## src/rtl/up_down_counter.sv

```systemverilog
`default_nettype none
// ---------------------------------------------------------------------------
// up_down_counter: WIDTH-bit wrapping up/down counter with synchronous reset.
// Revision: 1.0
// ---------------------------------------------------------------------------
module up_down_counter #(
  parameter int WIDTH = 4
) (
  input  logic             clk,
  input  logic             reset,
  input  logic             up_down,
  output logic [WIDTH-1:0] counter
);

  localparam logic [WIDTH-1:0] ONE = {{(WIDTH-1){1'b0}}, 1'b1};

  // Unsigned WIDTH-bit add/subtract; carry and borrow fall off the top.
  always_ff @(posedge clk) begin
    if (reset) begin
      counter <= '0;
    end else if (up_down) begin
      counter <= counter + ONE;
    end else begin
      counter <= counter - ONE;
    end
  end

endmodule
`default_nettype wire

```

## config.mk

```make
export PLATFORM = sky130hd
export DESIGN_NAME = up_down_counter
export DESIGN_NICKNAME = d
export VERILOG_FILES = /design/src/rtl/up_down_counter.sv
export SDC_FILE = /design/constraint.sdc
export NUM_CORES = 1
export LEC_CHECK = 0
export ABC_AREA = 0
export BUFFER_PORTS_ARGS = -buffer_cell sky130_fd_sc_hd__buf_2
export CAP_MARGIN = 20
export CORE_AREA = 2 2 39 41
export DETAILED_ROUTE_END_ITERATION = 10
export DIE_AREA = 0 0 41 43
export PLACE_DENSITY = 0.38
export SKIP_LAST_GASP = 1
export SYNTH_ARGS = -nofsm -noshare
export SYNTH_HDL_FRONTEND = slang
export SYNTH_SLANG_ARGS = --single-unit
export TNS_END_PERCENT = 5
```

## constraint.sdc

```tcl
create_clock -name clk -period 3.2 [get_ports clk]
set_input_delay 0.64 -clock clk [delete_from_list [all_inputs] [get_ports clk]]
set_output_delay 0.64 -clock clk [all_outputs]
set_load 0.02 [all_outputs]
```

==> run metrics <==
status=finished clean; setup violators final=0; DIE HEIGHT=43 um; internal power=0.127 mW; most frequent cells in the layout=buf_2 (6), dfxtp_1 (4), clkbuf_4 (3); nets=35; Synthesis Warnings=0; final setup TNS=0 ps; CTS resizes=0; syn_area_per_cell=10.6 sq um; cts hold-fix bufs=0; global route overflow=0; crit end category=flip-flop; worst path required time=3370 ps; fin crit share=0.460; via-per-instance ratio=roughly 4; Initial Utilization=0.138; die area=1760 sq um; fraction of post-synthesis cell area in the top cell type by area=0.418; Slew HR=0.874; CP Class=input pin to flip-flop; # IOs=7; Routed WL=352 um; DRC errors left=0; Worst-path clk slew=40 ps; CTS root buf=clkbuf_4; Crit Path Max Fanout=3; Tmin final=1470 ps; Switching Power=0.0593 mW; vias in the first global route=190; port bufs=6; Worst Hold Class=flip-flop to flip-flop; cell chain of the critical path=buf_2 > inv_1 > ha_1 > a21oi_1 > nand3_1 > a21oi_2; Core ar.=1380 sq um; syn nets=24; Sw Share=0.318; final clock skew=approximately 1.5 ps; fill count=153; DR WL/cell=just over 8 um; largest registers=counter: 4 flops; first-pass GRT wire length=703 um; Comb power frac=0.316; dpl ws=~1500 ps; leak pwr=approximately 0.12 nW; Core Util, Final=0.191; post-CTS setup buffers=0; width of the die=just over 40 um; max_cap viols=0; number of routed nets with antenna violations=0; Seq pwr share=0.356; Area growth syn-to-layout=37.9%; worst vdd ir=0.276 mV; total vias in the final route=between 150 and 200; Largest register FFs=4; CP startpoint kind=input pin; total global-route track usage=0.0634; slowest stage delay, CP=350 ps; synth top area cells=dfxtp_1 (42%), ha_1 (13%), fa_1 (10%); Rows=14; H-tree depth=1; TritonCTS clock tree=done; RePlAce Congestion=between 0.6 and 0.7; Setup WS post-layout=1730 ps; initial antenna violation count=0; final hold vios=0; pwr/cell area=707 nW/um^2; clock sinks=4; CTS buffer count=3; Clock Path Buffers=2; Synth Register Bits=4; Initial DRT Pass Iterations=1; sequential area share after synthesis=0.418; Synth Cell Area=191 sq um; commonest non-fill, non-tap cell in the layout=buf_2; slowest CP cell=ha_1; cell taking the most area after synthesis=dfxtp_1; worst skew pair latency=230 ps; Reg with most FFs=counter; Syn Inst Count=18; crit path DAT=1640 ps; largest net degree at the start of global routing=5; unrepaired setup endpoints after global routing=no; ant diodes=0; Slew Viols, Final=0; clock power share=0.328; dpl hpwl=299 um; layout cells sized above 1=0.370; actual slew at the worst max-slew pin=187 ps; post-synth cell types=11; drt initial violations=0; f_max=679 MHz
==> synth_stat cells, drive strengths merged <==
library cell	instances
ha	2
nand3	2
xnor2	2
nor2b	1
a21o	1
a21oi	2
inv	1
fa	1
dfxtp	4
nor2	2
==> cell type report <==
class	count	area [sq um]	share of cell area
multi-input combinational	13	108	0.408
sequential	4	80.1	0.303
timing repair buffer	6	30.0	0.114
clock buffer	3	22.5	0.0853
tap	16	20.0	0.0758
inverter	1	3.75	0.0142
==> final timing paths <==
kind	end	cells after the start	slack, ps	from
hold reg to reg	counter[0]	1	470	counter[0]
setup / recovery	counter[3]	6	1730	up_down
setup reg to reg	counter[3]	4	2030	counter[2]
hold / removal	counter[0]	1	470	counter[0]
==> stage by stage <==
step	area [sq um]	hold slack (ps)	cells	power (mW)
2_1_floorplan	191	531	18	0.110
3_3_place_gp	241	456	40	0.124
3_5_place_dp	241	468	40	0.127
4_1_cts	264	482	43	0.191
5_1_grt	264	540	43	0.203
6_report	264	473	43	0.187
==> metal layers <==
layer	wire length, um	share of wire	track usage
met1	164	0.47	0.0747
met2	120	0.34	0.0781
met3	67	0.19	0.0785
met4	0	0	0
met5	0	0	0
==> worst max-delay path: cells and delay by family <==
family,cells,cell delay [ps]
compound gates,2,350
fa+ha+maj,1,350
buf+inv,2,170
simple gates,1,120
==> cell families after synthesis <==
| kind of cell | synth area share |
|---|---|
| compound gates | 0.111 |
| xor+xnor | 0.0915 |
| fa+ha+maj | 0.235 |
| buf+inv | 0.0196 |
| flops | 0.418 |
| simple gates | 0.124 |
==> power groups by stage <==
stage / logic (mW) / clock network [mW] / registers [mW]
floorplan: 0.0316 / 0 / 0.0784
global placement: 0.0569 / 0 / 0.0668
detailed placement: 0.0598 / 0 / 0.0673
CTS: 0.0600 / 0.0641 / 0.0666
global route: 0.0675 / 0.0668 / 0.0682
finish: 0.0590 / 0.0611 / 0.0665
(Power assumes the default switching activity.)
